===== config.mk =====
export PLATFORM = sky130hd
export DESIGN_NAME = neuron_pipe
export DESIGN_NICKNAME = d
export VERILOG_FILES = /design/src/rtl/neuron_pkg.sv /design/src/rtl/neuron_activation.sv /design/src/rtl/neuron_pipe.sv
export SDC_FILE = /design/constraint.sdc
export NUM_CORES = 2
export LEC_CHECK = 0
export CAP_MARGIN = 20
export CORE_MARGIN = 8
export CORE_UTILIZATION = 50
export CTS_CLUSTER_SIZE = 25
export DETAILED_ROUTE_END_ITERATION = 6
export GPL_TIMING_DRIVEN = 0
export HOLD_SLACK_MARGIN = 0.06
export PLACE_DENSITY = 0.71
export SKIP_LAST_GASP = 1
export SLEW_MARGIN = 20
export SYNTH_ARGS = -nofsm -noshare
export SYNTH_HDL_FRONTEND = slang
export SYNTH_SLANG_ARGS = --single-unit

===== constraint.sdc =====
create_clock -name clk -period 18.9 [get_ports clk]
set_input_delay 1.89 -clock clk [delete_from_list [all_inputs] [get_ports clk]]
set_output_delay 1.89 -clock clk [all_outputs]
set_load 0.005 [all_outputs]

===== src/rtl/neuron_pkg.sv =====
// Shared constants, state encoding and saturation helper for the fixed-point neuron.
package neuron_pkg;

    localparam logic [1:0] ACT_IDENT = 2'b00;
    localparam logic [1:0] ACT_RELU  = 2'b01;
    localparam logic [1:0] ACT_LEAKY = 2'b10;
    localparam logic [1:0] ACT_RSVD  = 2'b11;

    localparam int unsigned LEAKY_SHIFT = 3;
    localparam int unsigned SAT_W       = 64;

    typedef enum logic [1:0] {
        ST_IDLE   = 2'd0,
        ST_ACCUM  = 2'd1,
        ST_OUTPUT = 2'd2
    } state_e;

    // Clamp a sign-extended sum to an n-bit signed range; returns {overflow, clamped value}.
    function automatic logic [SAT_W:0] sat_to_n(input logic signed [SAT_W-1:0] value,
                                                input int unsigned n);
        logic signed [SAT_W-1:0] max_v;
        logic signed [SAT_W-1:0] min_v;
        max_v = (64'sd1 <<< (n - 1)) - 64'sd1;
        min_v = -max_v - 64'sd1;
        if (value > max_v) begin
            return {1'b1, max_v};
        end
        if (value < min_v) begin
            return {1'b1, min_v};
        end
        return {1'b0, value};
    endfunction

endpackage


===== src/rtl/neuron_activation.sv =====
// Combinational activation (identity / ReLU / leaky ReLU) followed by N-bit saturation.
module neuron_activation
    import neuron_pkg::*;
#(
    parameter int unsigned N     = 16,
    parameter int unsigned ACC_W = 28
) (
    input  logic signed [ACC_W-1:0] sum,
    input  logic        [1:0]       act_mode,
    output logic        [N-1:0]     result_c,
    output logic                    overflow_c
);

    logic signed [ACC_W-1:0] act_c;
    logic        [SAT_W:0]   sat_c;
    logic                    unused_hi_c;

    always_comb begin
        act_c = sum;
        case (act_mode)
            ACT_RELU:  if (sum[ACC_W-1]) act_c = '0;
            ACT_LEAKY: if (sum[ACC_W-1]) act_c = sum >>> LEAKY_SHIFT;
            default:   act_c = sum;
        endcase
        sat_c = sat_to_n(SAT_W'(act_c), N);
    end

    assign result_c    = sat_c[N-1:0];
    assign overflow_c  = sat_c[SAT_W];
    assign unused_hi_c = ^sat_c[SAT_W-1:N];

endmodule


===== src/rtl/neuron_pipe.sv =====
// Fixed-point neuron: LANES-wide multiply-accumulate over NUM_INPUTS pairs plus bias,
// activation and saturation, with valid/ready on both sides.
module neuron_pipe
    import neuron_pkg::*;
#(
    parameter int unsigned N          = 16,
    parameter int unsigned M          = 8,
    parameter int unsigned NUM_INPUTS = 8,
    parameter int unsigned LANES      = 2,
    parameter int unsigned ACC_GUARD  = 12
) (
    input  logic                    clk,
    input  logic                    rst,
    input  logic                    clk_en,
    input  logic                    in_valid,
    output logic                    in_ready,
    input  logic [NUM_INPUTS*N-1:0] datas,
    input  logic [NUM_INPUTS*N-1:0] weights,
    input  logic [N-1:0]            bias,
    input  logic [1:0]              act_mode,
    output logic                    out_valid,
    input  logic                    out_ready,
    output logic [N-1:0]            result,
    output logic                    overflow
);

    localparam int unsigned ACC_W  = N + ACC_GUARD;
    localparam int unsigned BEATS  = NUM_INPUTS / LANES;
    localparam int unsigned BEAT_W = (BEATS > 1) ? $clog2(BEATS) : 1;
    localparam int unsigned VEC_W  = NUM_INPUTS * N;
    localparam int unsigned PROD_W = 2 * N;
    localparam logic [BEAT_W-1:0] LAST_BEAT = BEAT_W'(BEATS - 1);

    state_e                  state_q, state_d;
    logic [BEAT_W-1:0]       beat_q, beat_d;
    logic signed [ACC_W-1:0] acc_q, acc_d;
    logic [VEC_W-1:0]        datas_q, datas_d;
    logic [VEC_W-1:0]        weights_q, weights_d;
    logic [N-1:0]            bias_q, bias_d;
    logic [1:0]              mode_q, mode_d;
    logic [N-1:0]            result_q, result_d;
    logic                    overflow_q, overflow_d;
    logic                    out_valid_q, out_valid_d;

    logic signed [ACC_W-1:0]  lane_sum_c;
    logic signed [ACC_W-1:0]  acc_sum_c;
    logic signed [PROD_W-1:0] prod_c;
    logic [N-1:0]             act_result_c;
    logic                     act_overflow_c;
    logic                     accept_c;
    int                       idx_c;

    assign in_ready = ((state_q == ST_IDLE) | ((state_q == ST_OUTPUT) & out_ready))
                      & clk_en & ~rst;
    assign accept_c = in_valid & in_ready;

    // Products of this beat's lanes, floored back to Q.M, summed into the running total.
    always_comb begin
        lane_sum_c = '0;
        prod_c     = '0;
        idx_c      = 0;
        for (int l = 0; l < int'(LANES); l++) begin
            idx_c      = int'(beat_q) * int'(LANES) + l;
            prod_c     = $signed(datas_q[idx_c*N +: N]) * $signed(weights_q[idx_c*N +: N]);
            lane_sum_c = lane_sum_c + ACC_W'(prod_c >>> M);
        end
        acc_sum_c = acc_q + lane_sum_c;
        if (beat_q == LAST_BEAT) begin
            acc_sum_c = acc_sum_c + ACC_W'($signed(bias_q));
        end
    end

    neuron_activation #(
        .N     (N),
        .ACC_W (ACC_W)
    ) u_act (
        .sum        (acc_sum_c),
        .act_mode   (mode_q),
        .result_c   (act_result_c),
        .overflow_c (act_overflow_c)
    );

    always_comb begin
        state_d     = state_q;
        beat_d      = beat_q;
        acc_d       = acc_q;
        datas_d     = datas_q;
        weights_d   = weights_q;
        bias_d      = bias_q;
        mode_d      = mode_q;
        result_d    = result_q;
        overflow_d  = overflow_q;
        out_valid_d = out_valid_q;
        if (clk_en) begin
            case (state_q)
                ST_IDLE: begin
                    if (accept_c) state_d = ST_ACCUM;
                end
                ST_ACCUM: begin
                    acc_d  = acc_sum_c;
                    beat_d = beat_q + BEAT_W'(1);
                    if (beat_q == LAST_BEAT) begin
                        result_d    = act_result_c;
                        overflow_d  = act_overflow_c;
                        out_valid_d = 1'b1;
                        state_d     = ST_OUTPUT;
                    end
                end
                ST_OUTPUT: begin
                    if (out_ready) begin
                        out_valid_d = 1'b0;
                        state_d     = accept_c ? ST_ACCUM : ST_IDLE;
                    end
                end
                default: state_d = ST_IDLE;
            endcase
            // Operand capture shared by IDLE and the OUTPUT back-to-back path.
            if (accept_c) begin
                datas_d   = datas;
                weights_d = weights;
                bias_d    = bias;
                mode_d    = act_mode;
                acc_d     = '0;
                beat_d    = '0;
            end
        end
    end

    always_ff @(posedge clk or posedge rst) begin
        if (rst) begin
            state_q     <= ST_IDLE;
            beat_q      <= '0;
            acc_q       <= '0;
            datas_q     <= '0;
            weights_q   <= '0;
            bias_q      <= '0;
            mode_q      <= ACT_IDENT;
            result_q    <= '0;
            overflow_q  <= 1'b0;
            out_valid_q <= 1'b0;
        end else begin
            state_q     <= state_d;
            beat_q      <= beat_d;
            acc_q       <= acc_d;
            datas_q     <= datas_d;
            weights_q   <= weights_d;
            bias_q      <= bias_d;
            mode_q      <= mode_d;
            result_q    <= result_d;
            overflow_q  <= overflow_d;
            out_valid_q <= out_valid_d;
        end
    end

    assign out_valid = out_valid_q;
    assign result    = result_q;
    assign overflow  = overflow_q;

endmodule


# Yosys cells after proc, flatten, opt, wreduce, memory -nomap -nowiden

Index checks and enable logic that the tools add are counted.

Flip-flop bits (word level): 324
Bits of input ports: 279
Output and inout port bits: 19
Word-level logic and storage cells: 68

Add/sub/neg operators: 5
Multiply operators: 2
Magnitude comparators: 2
Equality and inequality tests: 8
Shifts and indexed selects: 4
Multiplexer cells: 23
Bitwise gates (word level): 6
Reduce and logical (&&, ||, !) cells: 8

Operators with widths:

| operator               | number |
|---|---|
| $mux W65               | 4 |
| $shiftx A128 B8 Y16    | 2 |
| $shiftx A128 B9 Y16    | 2 |
| $mux W28               | 4 |
| $mul A16 B16 Y32       | 2 |
| $pmux W28 S2           | 1 |
| $add A28 B16 Y28       | 1 |
| $add A28 B25 Y28       | 1 |
| $gt A28 B16 Y1 const B | 1 |
| $lt A28 B16 Y1 const B | 1 |
| $mux W27               | 1 |
| $add A24 B24 Y25       | 1 |
| $mux W2                | 5 |
| $reduce_and A4 Y1      | 2 |
| $eq A2 B2 Y1 const B   | 3 |
| $mux W1                | 6 |
| $ne A2 B2 Y1 const B   | 3 |
| $pmux W2 S3            | 1 |
| $add A3 B1 Y4 const B  | 1 |
| $and A1 B1 Y1          | 4 |
| $eq A2 B1 Y1 const B   | 2 |
| $reduce_and A2 Y1      | 2 |
| $reduce_bool A2 Y1     | 2 |
| $reduce_and A3 Y1      | 1 |
| 5 further kinds        | 5 |

# Longest topological paths before layout

Depth in word-level cells: 14
Depth in mapped cells: 61
Mapped depth without buffers: 54

# Cells and area by module

A second synthesis with hierarchy kept.

Cells, all modules: 3621
Area, all modules: 37014.2 um2

Modules (own cells, without submodules):

| module            | instances | cells each | area each (um2) | sequential area each (um2) |
|---|---|---|---|---|
| neuron_pipe       | 1         | 3537       | 36426.2         | 8107.8 |
| neuron_activation | 1         | 84         | 588.1           | 0.0 |

# Least setup slack after synthesis

Ideal clock, no wire load.

Path kind: reg-to-reg
From: reg beat_q[1]
To: reg result_q[1] (netlist: result[1])
Library setup time: 0.082 ns
Arrival: 13.488 ns
Data required time: 18.818 ns
Path slack: 5.331 ns
Stages on the path, launching flop included: 56
Path buffers: 6
Clock period less this slack: 13.569 ns
Cells stage by stage: dfrtp_1 -> buf_4 -> buf_6 -> clkbuf_1 -> buf_1 -> clkbuf_1 -> mux2i_1 -> nand2_1 -> o21a_1 -> clkbuf_1 -> nand2_1 -> fa_1 -> fa_1 -> fa_1 -> fa_1 -> inv_1 -> fa_1 -> inv_1 -> (+20 left out) -> a21oi_1 -> nand2_1 -> a211o_1 -> xnor2_1 -> ha_1 -> a21o_1 -> a21o_1 -> a21oi_1 -> o21ai_0 -> a21oi_1 -> mux2i_1 -> xor2_1 -> xnor2_2 -> nand2_2 -> o311a_1 -> or4b_4 -> o41a_1 -> a31oi_1

Longest elaborated chain between the ends: 14
Elaborated cells between the ends (all ways): 24
Those cells by class: 4 x add/sub; 2 x mul; 2 x order compare; 1 x eq/ne; 4 x shift; 10 x mux; 1 x reduce/logical

RTL lines:

| what                                 | RTL line                                         | source |
|---|---|---|
| from (decl)                          | neuron_pipe.sv:35                                | `logic [BEAT_W-1:0] beat_q, beat_d;` |
| from (signal assigned)               | neuron_pipe.sv:143                               | `beat_q <= beat_d;` |
| $add A3 B1 Y4                        | neuron_pipe.sv:63                                | `idx_c = int'(beat_q) * int'(LANES) + l;` |
| $shiftx A128 B9 Y16                  | neuron_pipe.sv:64                                | `prod_c = $signed(datas_q[idx_c*N +: N]) * $signed(weights_q[idx_c*N +: N]);` |
| $mul A16 B16 Y32                     | neuron_pipe.sv:64                                |  |
| $add A24 B24 Y25                     | neuron_pipe.sv:65                                | `lane_sum_c = lane_sum_c + ACC_W'(prod_c >>> M);` |
| $add A28 B25 Y28                     | neuron_pipe.sv:67                                | `acc_sum_c = acc_q + lane_sum_c;` |
| $add A28 B16 Y28                     | neuron_pipe.sv:69                                | `acc_sum_c = acc_sum_c + ACC_W'($signed(bias_q));` |
| $mux W28                             | neuron_pipe.sv:68                                | `if (beat_q == LAST_BEAT) begin` |
| $mux W28 or $mux W27 (tied branches) | neuron_activation.sv:22, neuron_activation.sv:21 |  |
| $pmux W28 S2                         | neuron_activation.sv:20                          | `case (act_mode)` |
| $lt A28 B16 Y1                       | neuron_pkg.sv:28                                 | `if (value < min_v) begin` |
| $mux W1 (2 in series)                | neuron_pkg.sv:28                                 |  |
| $mux W65                             | neuron_pkg.sv:31                                 | `return {1'b0, value};` |
| $mux W65                             | neuron_pkg.sv:28                                 |  |
| to (signal assigned)                 | neuron_pipe.sv:149                               | `result_q <= result_d;` |
| to (decl)                            | neuron_pipe.sv:41                                | `logic [N-1:0] result_q, result_d;` |

Several ways; a longest one is shown, not always the timed one. The select of a mux whose other input is x is not followed.
A chain may end at the register's enable or synchronous reset.

# Worst setup path in the final report

From: reg beat_q[1]
To: reg result_q[0] (netlist: result[0])

Same word-level chain as after synthesis.

==> run_results.csv <==
group,metric,value,unit
clocking,root_buffer,"clkbuf_16",
sta,relSlewSlack,0.1991,
floorplan,die_h,288.3,um
critical_path,cp.arrival,18.10,ns
synth,syn_area_per_cell,8.800,um^2
clocking,post_cts_buffers,0,
clocking,ctsHoldBuffers,0,
drt,dr_total_vias,30830,
clocking,insertion_delay,0.63,ns
placed_design,gp_congestion,0.9917,
synth,synth-main-ff-cell,"dfrtp_1",
critical_path,ff2ff_path_depth,56,
clocking,cts_inserted_buffers,40,
floorplan,core.rowCount,100,
drt,wl_per_cell,22.47,um
sta,setup_violations,0,
sta,finalHoldViolCount,0,
floorplan,core-area,73950,um^2
critical_path,cp-start-kind,"register",
drt,viasPerCell,5.543,
drt,antenna_left,0,
critical_path,max_stage_delay,0.95,ns
cells_and_area,layout-drive-gt1-share,0.03989,
clocking,cts_buffer_depth,3,
synth,syn-cell-area,37080,um^2
critical_path,cp_slowest_cell,"buf_1",
sta,timing.setup.tns,0,ns
status,status,"complete, no violations",
placed_design,io_buffers,297,
floorplan,start_util,0.5015,
floorplan,die_x,288.3,um
floorplan,dieArea,83130,um^2
synth,synth_nets,5259,
drt,drt_iter0_drc,2718,
synth,yosys_warnings,0,
critical_path,rrSetupSlack,1.24,ns
sta,finClkSkew,0.07256,ns
clocking,cts.htree.levels,2,
critical_path,r2r_end,"result[0]",
synth,ys_seq_elements,324,
sta,tightest_slew,1.201,ns
drt,post-route-drc-count,0,
clocking,cts_resized,0,
global_route,top_usage_layer,"met2",
critical_path,critPathKind,"register to register",
sta,finalCriticalPeriod,17.66,ns
synth,yosysUniqueCellTypes,85,
worst_hold_path,hold_start,"weights_q[88]",
placed_design,dp_hpwl,103.3,mm
sta,finalMaxSlewViolations,0,
global_route,grt_pass1_wl,191.2,mm
global_route,globalRouteMet2Util,0.4649,
global_route,grt_pass1_vias,31790,
global_route,grt_usage,0.3069,
global_route,grt_use_met1,0.4250,
critical_path,worstPathMaxFanout,10,
critical_path,crit_path_end_kind,"register",
critical_path,path_buf_inv,10,
worst_hold_path,min_path_cells,2,
synth,synth_cells,4214,
global_route,grtUsageMet3,0.07960,
clocking,clock-sinks,324,
sta,rsz0062_at_grt,"false",
critical_path,cp_top_family,"compound AO/OA/AOI/OAI gates",
global_route,grt_max_degree,74,
critical_path,reg2reg_from,"beat_q[1]",
floorplan,io_pins,298,
cells_and_area,area_delta_synth_final,15.47,%
global_route,antenna_found_initial,5,
synth,ys_seq_area_frac,0.2186,
global_route,grt_overflow_total,0,
drt,dr.pass1.iters,6,
clocking,cts_tree,"yes",
critical_path,crit_cells,56,
cells_and_area,nets,5603,
synth,async_reset_ff_frac,1.000,
synth,synth_edf_count,0,
sta,post-route-period-util,0.9343,
worst_hold_path,hold_path.class,"register to register",
critical_path,cp_data_required_time,19.35,ns
drt,wl,124.9,mm
worst_hold_path,hold_path_end,"weights_q[88]",
sta,max_freq,56.63,MHz
clocking,path_clk_slew,0.07,ns
flow_run,cap_violations,0,
[cell families after synthesis]
logic type	share of synthesized area
AOI/OAI and AO/OA	0.07349
xor gates and xnor gates	0.02440
adders and majority gates	0.3700
buffers and inverters	0.08489
DFF	0.2186
muxes	0.04434
and+or+nand+nor	0.1842
[flip-flops by register name (all words and copies together), names as in the netlist]
register / flops
bias_q: 16
result: 16
out_valid: 1
state_q: 2
acc_q: 28
mode_q: 2
overflow: 1
weights_q: 128
beat_q: 2
datas_q: 128
[worst max path at each step]
stage / start / end / slack, ns
final: beat_q[1] / result[0] / 1.24
after global routing: beat_q[1] / result[7] / 0.54
after CTS: beat_q[1] / result[7] / 1.53
after detailed placement: beat_q[1] / result[7] / 1.66
after global placement: beat_q[1] / result[7] / 1.64
after floorplan: beat_q[1] / result[1] / 5.33
[tightest hold or removal path: stages, from the launching register on]
cell,delay (ns)
dfrtp_1,0.34
nand2_1,0.05
nand2_1,0.05
[cells in the mapped netlist (6+ instances only)]
cell / n / share of area
a22o_1: 6 / 0.0014
mux2i_1: 57 / 0.015
o211ai_1: 9 / 0.0018
a21o_1: 41 / 0.0083
a41oi_1: 13 / 0.0031
o21a_1: 59 / 0.012
nand2b_1: 23 / 0.0039
o21ai_0: 82 / 0.011
o31ai_1: 7 / 0.0014
xnor2_1: 69 / 0.016
nor3_1: 29 / 0.0039
ha_1: 215 / 0.073
inv_1: 663 / 0.067
fa_1: 551 / 0.30
o22ai_1: 15 / 0.0025
a21oi_1: 83 / 0.011
buf_1: 12 / 0.0012
o21ai_1: 21 / 0.0028
clkbuf_1: 149 / 0.015
mux4_2: 26 / 0.016
nand3_1: 19 / 0.0026
dfrtp_1: 324 / 0.22
nor2b_1: 45 / 0.0076
a31oi_1: 19 / 0.0032
nand4_1: 14 / 0.0024
mux2_2: 41 / 0.012
or2_2: 14 / 0.0024
and2_1: 84 / 0.014
nor2_1: 225 / 0.023
xor2_1: 26 / 0.0061
o21bai_1: 9 / 0.0018
nand2_1: 1179 / 0.12
and3_1: 6 / 0.0010
[cell usage in the layout (no fill, tap or decap), types with 23 or more instances in the layout]
cell type and n:
nand2b_1 23, mux2_2 41, clkbuf_1 155, nor2_1 225, clkbuf_16 40, clkdlybuf4s50_1 297, o21a_1 59, mux2i_1 57
nor3_1 29, o21ai_0 75, inv_1 662, a21o_1 41, nor2b_1 45, o21ai_1 28, fa_1 551, xnor2_1 69
ha_1 215, dfrtp_1 324, mux4_2 26, xor2_1 26, and2_1 84, a21oi_1 83, nand2_1 1179
[layer usage]
layer / wire (um) / part of all wire / vias to the layer above
met4: 5143 / 0.041 / 2
met1: 51600 / 0.41 / 15380
li1: - / - / 13730
met5: 13 / 0.00010 / -
met2: 54040 / 0.43 / 1473
met3: 14130 / 0.11 / 248
[metrics by stage]
stage | util | setup slack [ns] | hold WS, ns | std cells | cell area [um^2]
floorplan | - | 5.331 | 0.4401 | 4214 | 37080
global placement | 0.5581 | 1.637 | 0.4532 | 5480 | 41270
detailed placement | 0.5597 | 1.662 | 0.4586 | 5484 | 41390
CTS | 0.5787 | 1.526 | 0.4738 | 5556 | 42790
global route | 0.5789 | 0.5369 | 0.4913 | 5558 | 42810
finish | 0.5790 | 1.241 | 0.4707 | 5561 | 42820
[layout make-up]
type                    instances  area [um^2]
diodes                          4        10.01
clock buffers                  58         1169
plain buffers                 167        656.9
fillers                      6657        31130
well taps                     969         1212
clock inverters                14        234.0
repair buffers                302         3098
flip-flops and latches        324         8108
multi-input cells            3058        25830
inverters                     665         2504
Power is left out: the tool's default activity adds up to more than one toggle a clock period on the data nets, which glitch-free logic cannot reach.
